<file path="config.mk">
export PLATFORM = sky130hd
export DESIGN_NAME = mult_arbiter
export DESIGN_NICKNAME = d
export VERILOG_FILES = /design/src/rtl/mult_arbiter.sv
export SDC_FILE = /design/constraint.sdc
export NUM_CORES = 1
export LEC_CHECK = 0
export ABC_AREA = 0
export CAP_MARGIN = 0
export CORE_MARGIN = 5
export CORE_UTILIZATION = 50
export CTS_CLUSTER_SIZE = 40
export DETAILED_ROUTE_END_ITERATION = 8
export GPL_TIMING_DRIVEN = 1
export PLACE_DENSITY = 0.79
export SKIP_CTS_REPAIR_TIMING = 1
export SYNTH_ARGS = -nofsm -noshare
export SYNTH_HDL_FRONTEND = slang
export SYNTH_SLANG_ARGS = --single-unit
</file>
<file path="constraint.sdc">
create_clock -name clk -period 6 [get_ports clk]
set_input_delay 1.2 -clock clk [delete_from_list [all_inputs] [get_ports clk]]
set_output_delay 1.2 -clock clk [all_outputs]
set_load 0.01 [all_outputs]
</file>
<file path="src/rtl/mult_arbiter.sv">
// Round-robin arbiter that feeds one shared unsigned multiplier.
// Each accepted operand pair has a fixed flow: IDLE, CALC, DONE.
module mult_arbiter #(
  parameter int SIZE = 8,
  parameter int NREQ = 4,
  parameter int IDW  = $clog2(NREQ)
) (
  input  logic                 clk,
  input  logic                 reset,
  input  logic [NREQ-1:0]      req_valid,
  input  logic [NREQ*SIZE-1:0] req_x,
  input  logic [NREQ*SIZE-1:0] req_y,
  output logic [NREQ-1:0]      req_ready,
  output logic                 resp_valid,
  output logic [2*SIZE-1:0]    resp_p,
  output logic [IDW-1:0]       resp_id,
  input  logic                 resp_ready,
  output logic                 busy
);

  typedef enum logic [1:0] {
    IDLE = 2'd0,
    CALC = 2'd1,
    DONE = 2'd2
  } state_t;

  state_t            r_state;
  logic [IDW-1:0]    r_rr_ptr;
  logic [SIZE-1:0]   r_x;
  logic [SIZE-1:0]   r_y;
  logic [IDW-1:0]    r_id;
  logic              r_resp_valid;
  logic [2*SIZE-1:0] r_resp_p;
  logic [IDW-1:0]    r_resp_id;

  logic              w_found;
  logic [IDW-1:0]    w_win;
  logic              w_grant;
  logic [IDW-1:0]    w_next_ptr;
  logic [SIZE-1:0]   w_sel_x;
  logic [SIZE-1:0]   w_sel_y;
  logic [2*SIZE-1:0] w_prod;

  // Find the first valid requester at or above the pointer, wrapping.
  always_comb begin
    logic [IDW-1:0] idx;
    w_found = 1'b0;
    w_win   = '0;
    idx     = '0;
    for (int k = 0; k < NREQ; k++) begin
      idx = IDW'((int'(r_rr_ptr) + k) % NREQ);
      if (!w_found && req_valid[idx]) begin
        w_found = 1'b1;
        w_win   = idx;
      end
    end
  end

  assign w_grant = w_found && (r_state == IDLE) && !reset;

  assign w_next_ptr = (w_win == IDW'(NREQ - 1))
                    ? '0
                    : w_win + 1'b1;

  assign w_sel_x = req_x[w_win*SIZE +: SIZE];
  assign w_sel_y = req_y[w_win*SIZE +: SIZE];

  // The single shared multiplier, full-width unsigned.
  assign w_prod = {{SIZE{1'b0}}, r_x} * {{SIZE{1'b0}}, r_y};

  // Grant is combinational and one-hot; only the winner sees ready.
  always_comb begin
    req_ready = '0;
    if (w_grant) begin
      req_ready[w_win] = 1'b1;
    end
  end

  // Sequencer: latch on accept, multiply, hold result until taken.
  always_ff @(posedge clk) begin
    if (reset) begin
      r_state      <= IDLE;
      r_rr_ptr     <= '0;
      r_x          <= '0;
      r_y          <= '0;
      r_id         <= '0;
      r_resp_valid <= 1'b0;
      r_resp_p     <= '0;
      r_resp_id    <= '0;
    end else begin
      unique case (r_state)
        IDLE: begin
          if (w_found) begin
            r_x      <= w_sel_x;
            r_y      <= w_sel_y;
            r_id     <= w_win;
            r_rr_ptr <= w_next_ptr;
            r_state  <= CALC;
          end
        end
        CALC: begin
          r_resp_p     <= w_prod;
          r_resp_id    <= r_id;
          r_resp_valid <= 1'b1;
          r_state      <= DONE;
        end
        DONE: begin
          if (resp_ready) begin
            r_resp_valid <= 1'b0;
            r_state      <= IDLE;
          end
        end
        default: begin
          r_resp_valid <= 1'b0;
          r_state      <= IDLE;
        end
      endcase
    end
  end

  assign resp_valid = r_resp_valid;
  assign resp_p     = r_resp_p;
  assign resp_id    = r_resp_id;
  assign busy       = (r_state != IDLE) && !reset;

endmodule
</file>
==> implementation parameters, run 1 <==
Parameter                              Value

Clock network
  Inserted Clock Buffers ... 5
  Clock root buffer ... clkbuf_8
  Clock-pin slew on the worst setup and hold paths ... 0.08 ns
  Source-to-sink clock delay at the later pin of the worst-skew pair ... 0.30 ns
  Number of H-tree branching levels ... 2
  Clock tree from TritonCTS ... built
  CTS Sinks ... 41
  Bufs on Longest Clock Path ... 2

Synthesis
  Syn Nets ... 644
  Synth area leader ... dfxtp_1
  Synth Area per Inst ... 8.572 um2
  Post-synthesis cell count ... 497
  Post-synthesis cell type count ... 53
  Share of Yosys cell area claimed by the top area cell type ... 0.1927
  Top cells by count, synth ... nand2_1, inv_1, and2_1
  Number of enable flip-flop cells after synthesis ... 0
  Mapped Area ... 4260 um2
  Cell with the most instances after synthesis ... nand2_1
  Warnings from Yosys ... 0
  Share of flip-flops with an asynchronous set or reset ... 0
  Leading post-synthesis cells by cell area ... dfxtp_1, fa_1, ha_1, and2_1, nand2_1
  Most frequently used flop master after synthesis ... dfxtp_1
  Sequential-to-total area share from yosys stat ... 0.1927
  Flip-flop and latch count after synthesis ... 41

Setup path
  Startpoint of the most critical register-to-register path ... r_x[0]
  Largest driver fanout on the critical path ... 20
  Worst-case register-to-register setup slack ... 1.31 ns
  Critical path capture point type ... output port
  Kind of launch point of the worst setup path ... input pin
  Data arrival time of the critical path ... 3.81 ns
  Critical path origin ... req_valid[2]
  Critical Setup Path Class ... input pin to output port
  Worst reg2reg path depth ... 14
  RR Endpoint ... resp_p[15]
  Destination of the critical timing path ... req_ready[1]
  Required time at the endpoint of the critical path ... 4.80 ns

Drt
  Initial drt markers ... 243
  Remaining routing DRC violations ... 0
  Via total after detailed routing ... 3816
  Number of vias per cell ... 5.571
  Number of antenna-violating nets in the routed design ... 0
  Wire length reported by the detailed router ... 10740 um
  Router iterations before antenna repair ... 4
  Post-DR wirelength/cell ... 15.67 um

Cells and area
  Fill count ... 722
  Inserted Diodes ... 0
  Final layout net count ... 726
  Area added between synthesis and finish ... 25.84%
  Footprint of the multi-input gates ... 3151 um2
  Final core area utilization ... 0.6492
  Combined flip-flop and latch cell area ... 820.8 um2
  Cell Count, Final, Fillers Out ... 685
  Share of cells above drive strength 1 ... 0.03793

Hold path
  Hold path startpoint ... r_id[1]
  Worst hold stages ... 2
  Min-delay worst type ... flop to flop

STA
  RSZ-0062 raised after global routing ... false
  Worst-case headroom to the max-slew limit ... 0.1342
  Worst clock skew ... 0.01194 ns
  Final TNS setup ... 0 ns
  Final hold vios ... 0
  Final count of negative-setup-slack endpoints ... 0
  Final worst slack ... 0.9907 ns
  Min cycle time layout ... 5.009 ns
  Slew at the pin closest to its max-slew limit ... 1.296 ns
  Max frequency ... 0.1996 GHz
  Final clock period utilization by the worst path ... 0.8349
  Slew Limit Fails ... 0

Floorplan
  Initial Util ... 0.5159
  Area of the placeable core ... 8258 um2
  Top-level I/O count ... 95
  Floorplan die height ... 102.3 um
  Die Area ... 10470 um2
  Total number of placement rows ... 33
  Chip width ... 102.3 um

Placement
  DP HPWL ... 8661 um
  Gpl congestion ... 0.8785
  Number of cells in the design after placement ... 677
  Setup WS pre-CTS ... 1.002 ns
  Count of port buffers added during placement ... 94

GRT
  Via count of the first global-routing pass ... 3930
  Wire length of the first global-routing pass ... 18130 um
  Total Routing Usage GR ... 0.2115
  Pin count of the biggest net entering global routing ... 35
  Initial antenna violation count ... 0
  Overflow left after global routing ... 0

Power and ir drop
  Leak Pwr ... 2.376 nW
  Peak supply drop ... 0.0001214 V
  Power density over the cells ... 195.7 nW/um2

Outcome
  Run status ... finished clean

Job
  Number of max-capacitance violations reported ... 0
## worst min-delay path by stage
stage / to / slack [ns]
2_1_floorplan: resp_id[0] / 0.43
3_3_place_gp: resp_id[1] / 0.44
3_5_place_dp: r_id[1] / 0.45
4_1_cts: r_id[1] / 0.46
5_1_grt: resp_id[1] / 0.48
6_report: r_id[1] / 0.46
## worst max-delay path, stage by stage
cell and delay (ns):
clkdlybuf4s50_1 0.54, nor2b_4 0.21, a221oi_4 0.69, nor2_8 0.22, inv_1 0.15, ha_1 0.14
and2_1 0.12, clkdlybuf4s50_1 0.54
## metal layers
layer | track usage | wire length [um] | share of wire | vias up
li1 | - | - | - | 1844
met1 | 0.2713 | 4410 | 0.41 | 1863
met2 | 0.3773 | 5698 | 0.53 | 101
met3 | 0.02730 | 517 | 0.048 | 8
met4 | 0.05146 | 110 | 0.010 | 0
met5 | 0 | 0 | 0 | -
## flip-flops by register name, summed over array words and instances, names as in the netlist
| name | cells |
|---|---|
| r_id | 2 |
| r_rr_ptr | 2 |
| r_state | 2 |
| r_x | 8 |
| r_y | 8 |
| resp_id | 2 |
| resp_p | 16 |
| resp_valid | 1 |
## power breakdown
part / switching (mW) / leakage, nW / internal, mW / total (mW)
logic: 0.240 / 1.99 / 0.212 / 0.452
clock network: 0.0995 / 0.0554 / 0.125 / 0.224
registers: 0.0649 / 0.336 / 0.308 / 0.373
total: 0.404 / 2.38 / 0.645 / 1.05
## metrics by stage
step | cell area (um2) | total power [mW] | hold slack, ns
2_1_floorplan | 4260 | 0.6649 | 0.4321
3_3_place_gp | 5250 | 0.8111 | 0.4414
3_5_place_dp | 5250 | 0.8304 | 0.4481
4_1_cts | 5361 | 1.055 | 0.4597
5_1_grt | 5361 | 1.132 | 0.4763
6_report | 5361 | 1.049 | 0.4590
## cell families (layout without fill, tap and decap cells)
| kind of cell | after synthesis | count (layout) | synth area share |
|---|---|---|---|
| fa+ha+maj | 76 | 76 | 0.2866 |
| xor+xnor | 5 | 5 | 0.01028 |
| buf+inv | 72 | 155 | 0.06784 |
| mux | 18 | 18 | 0.04229 |
| flops | 41 | 41 | 0.1927 |
| compound gates | 109 | 109 | 0.1786 |
| simple gates | 176 | 176 | 0.2217 |
## cell type report
class / count / share of cell area
Clock buffer: 6 / 0.01354
Clock inverter: 2 / 0.007235
Inverter: 51 / 0.03571
Multi-Input combinational cell: 384 / 0.5876
Sequential cell: 41 / 0.1531
Tap cell: 105 / 0.02450
Timing Repair Buffer: 96 / 0.1783
## cells in the final DEF, fill, tap and decap left out, types with 3 or more instances in the layout
cell type         n
clkdlybuf4s50_1  94
nor2b_1           6
a211oi_1          8
mux2i_1          18
and2_1           48
o21ai_0          24
nand2b_1          3
dfxtp_1          41
nor3_1            3
o31ai_1           4
a21oi_1          18
a21o_1           21
nand2_1          60
nor2_1           17
xor2_1            4
nor3b_1           3
clkbuf_8          5
inv_1            51
nand3_1          18
ha_1             40
fa_1             36
o211ai_1         18
Note: power is estimated with default switching activity, not from simulation.
==> run 2: changes to the inputs <==
==> constraint.sdc (replaced) <==
create_clock -name clk -period 4.8 [get_ports clk]
set_input_delay 0.96 -clock clk [delete_from_list [all_inputs] [get_ports clk]]
set_output_delay 0.96 -clock clk [all_outputs]
set_load 0.01 [all_outputs]
==> implementation parameters, run 2 (synthesis gave the netlist of run 1 again) <==
Parameter                              Value

Outcome
  Run status ... finished clean (unchanged)

Clock network
  Source-to-sink clock delay at the later pin of the worst-skew pair ... 0.30 ns (about the same)
  Clock root buffer ... clkbuf_8 (unchanged)
  Clock tree from TritonCTS ... built (unchanged)
  Clock-pin slew on the worst setup and hold paths ... 0.09 ns (was 0.08 ns)
  CTS Sinks ... 41 (unchanged)
  Number of H-tree branching levels ... 2 (unchanged)
  Bufs on Longest Clock Path ... 2 (unchanged)
  Inserted Clock Buffers ... 5 (unchanged)

Floorplan
  Die Area ... 10470 um2 (unchanged)
  Total number of placement rows ... 33 (unchanged)
  Initial Util ... 0.5159 (unchanged)
  Area of the placeable core ... 8258 um2 (unchanged)
  Floorplan die height ... 102.3 um (unchanged)
  Top-level I/O count ... 95 (unchanged)
  Chip width ... 102.3 um (unchanged)

GRT
  Total Routing Usage GR ... 0.2042 (was 0.2115)
  Initial antenna violation count ... 0 (unchanged)
  Pin count of the biggest net entering global routing ... 34 (was 35)
  Overflow left after global routing ... 0 (unchanged)
  Wire length of the first global-routing pass ... 17500 um (was 18130 um)
  Via count of the first global-routing pass ... 3788 (was 3930)

Setup path
  Kind of cell adding the most delay to the critical path ... adder cells (was buffers and inverters)
  Data arrival time of the critical path ... 4.64 ns (was 3.81 ns)
  Sequence of cells on the critical path ... nand2_1 -> fa_1 -> fa_1 -> inv_1 -> fa_1 -> inv_1 -> fa_1 -> inv_1 -> ha_1 -> o21ai_0 -> a21oi_1 -> o31ai_1 -> o21ai_0 -> or3b_2 (was clkdlybuf4s50_1 -> nor2b_4 -> a221oi_4 -> nor2_8 -> inv_1 -> ha_1 -> and2_1 -> clkdlybuf4s50_1)
  CP peak stage delay ... 0.56 ns (was 0.69 ns)
  Critical path origin ... r_y[7] (was req_valid[2])
  Critical path capture point type ... flop (was output port)
  Required time at the endpoint of the critical path ... 4.98 ns (was 4.80 ns)
  Most numerous cell on the critical path ... fa_1 (was clkdlybuf4s50_1)
  Worst path bufs/invs ... 3 (unchanged)
  Startpoint of the most critical register-to-register path ... r_y[7] (was r_x[0])
  Largest driver fanout on the critical path ... 9 (was 20)
  Critical Setup Path Class ... flop to flop (was input pin to output port)
  Slowest stage cell, crit path ... fa_1 (was a221oi_4)
  Kind of launch point of the worst setup path ... flop (was input pin)

Cells and area
  Leading cell type in the layout, fill and taps excluded ... clkdlybuf4s50_1 (unchanged)
  Most frequent cells in the layout ... clkdlybuf4s50_1, nand2_1, inv_1 (unchanged)
  Share of cells above drive strength 1 ... 0.04460 (was 0.03793)
  Final layout net count ... 729 (was 726)
  Inserted Diodes ... 0 (unchanged)
  Final core area utilization ... 0.6494 (was 0.6492)
  Max FFs per register ... 16 (unchanged)
  Area added between synthesis and finish ... 25.87% (was 25.84%)

STA
  Final clock period utilization by the worst path ... 0.9295
  Final count of negative-setup-slack endpoints ... 0 (unchanged)
  Slew at the pin closest to its max-slew limit ... 1.266 ns (was 1.296 ns)
  Max frequency ... 0.2241 GHz
  Min cycle time layout ... 4.462 ns
  Worst clock skew ... 0.009644 ns (was 0.01194 ns)
  Slew Limit Fails ... 0 (unchanged)
  Worst-case headroom to the max-slew limit ... 0.1542 (was 0.1342)
  Final TNS setup ... 0 ns (unchanged)
  Final hold vios ... 0 (unchanged)
  RSZ-0062 raised after global routing ... false (unchanged)

Placement
  Count of port buffers added during placement ... 94 (unchanged)
  DP HPWL ... 8734 um (was 8661 um)
  Gpl congestion ... 0.9241 (was 0.8785)

Hold path
  Hold path startpoint ... r_id[1] (unchanged)
  Min-delay worst type ... flop to flop (unchanged)

Drt
  Router iterations before antenna repair ... 4 (unchanged)
  Via total after detailed routing ... 3766 (was 3816)
  Initial drt markers ... 133 (was 243)
  Number of antenna-violating nets in the routed design ... 0 (unchanged)
  Wire length reported by the detailed router ... 10490 um (was 10740 um)
  Post-DR wirelength/cell ... 15.25 um (was 15.67 um)
  Number of vias per cell ... 5.474 (was 5.571)
  Remaining routing DRC violations ... 0 (unchanged)

Power and ir drop
  Overall power ... 1.258 mW (was 1.049 mW)
  Leak Pwr ... 2.381 nW (was 2.376 nW)
  Power density over the cells ... 234.6 nW/um2 (was 195.7 nW/um2)
  Peak supply drop ... 0.0001439 V (was 0.0001214 V)

Job
  Number of max-capacitance violations reported ... 0 (unchanged)
## run 2: cell type report
| class | count | area (um2) |
|---|---|---|
| multi-input combinational | 384 | 3151 |
| fill | 721 | 2895 |
| timing repair buffer | 99 | 978.4 |
| sequential | 41 | 820.8 |
| inverter | 51 | 191.4 |
| tap | 105 | 131.4 |
| clock buffer | 5 | 68.82 |
| clock inverter | 3 | 21.27 |
## run 2: layer usage
| metal | vias to the layer above | GRT usage | routed length [um] |
|---|---|---|---|
| met1 | 1823 | 0.2648 | 4681 |
| li1 | 1854 | - | - |
| met3 | 12 | 0.02389 | 351 |
| met2 | 77 | 0.3633 | 5305 |
| met4 | 0 | 0.04743 | 153 |
| met5 | - | 0 | 0 |
## run 2: final timing paths
kind	end	slack [ns]	cells past startpoint
worst max-delay path	resp_p[15]	0.34	14
worst min-delay path	r_id[1]	0.46	2
worst max register to register	resp_p[15]	0.34	14
worst min register to register	r_id[1]	0.46	2
## run 2: stage by stage
step | worst slack, ns | cells | hold slack, ns | area (um2)
floorplan | 0.5097 | 497 | 0.4321 | 4260
global placement | 0.4195 | 680 | 0.4446 | 5273
finish | 0.3384 | 688 | 0.4635 | 5363
detailed placement | 0.3173 | 680 | 0.4447 | 5273
CTS | 0.3219 | 688 | 0.4633 | 5363
global route | 0.06914 | 688 | 0.4818 | 5363
## run 2: worst register-to-register path, cell delays in order (launching register included)
cell	delay, ns
dfxtp_1	0.46
nand2_1	0.12
fa_1	0.51
fa_1	0.56
inv_1	0.06
fa_1	0.53
inv_1	0.05
fa_1	0.53
inv_1	0.04
ha_1	0.31
o21ai_0	0.10
a21oi_1	0.31
o31ai_1	0.19
o21ai_0	0.15
or3b_2	0.44
## run 2: power breakdown
part | internal [mW] | switching, mW | total, mW
Combinational | 0.268 | 0.303 | 0.571
Sequential | 0.385 | 0.0696 | 0.455
Clock | 0.103 | 0.129 | 0.232
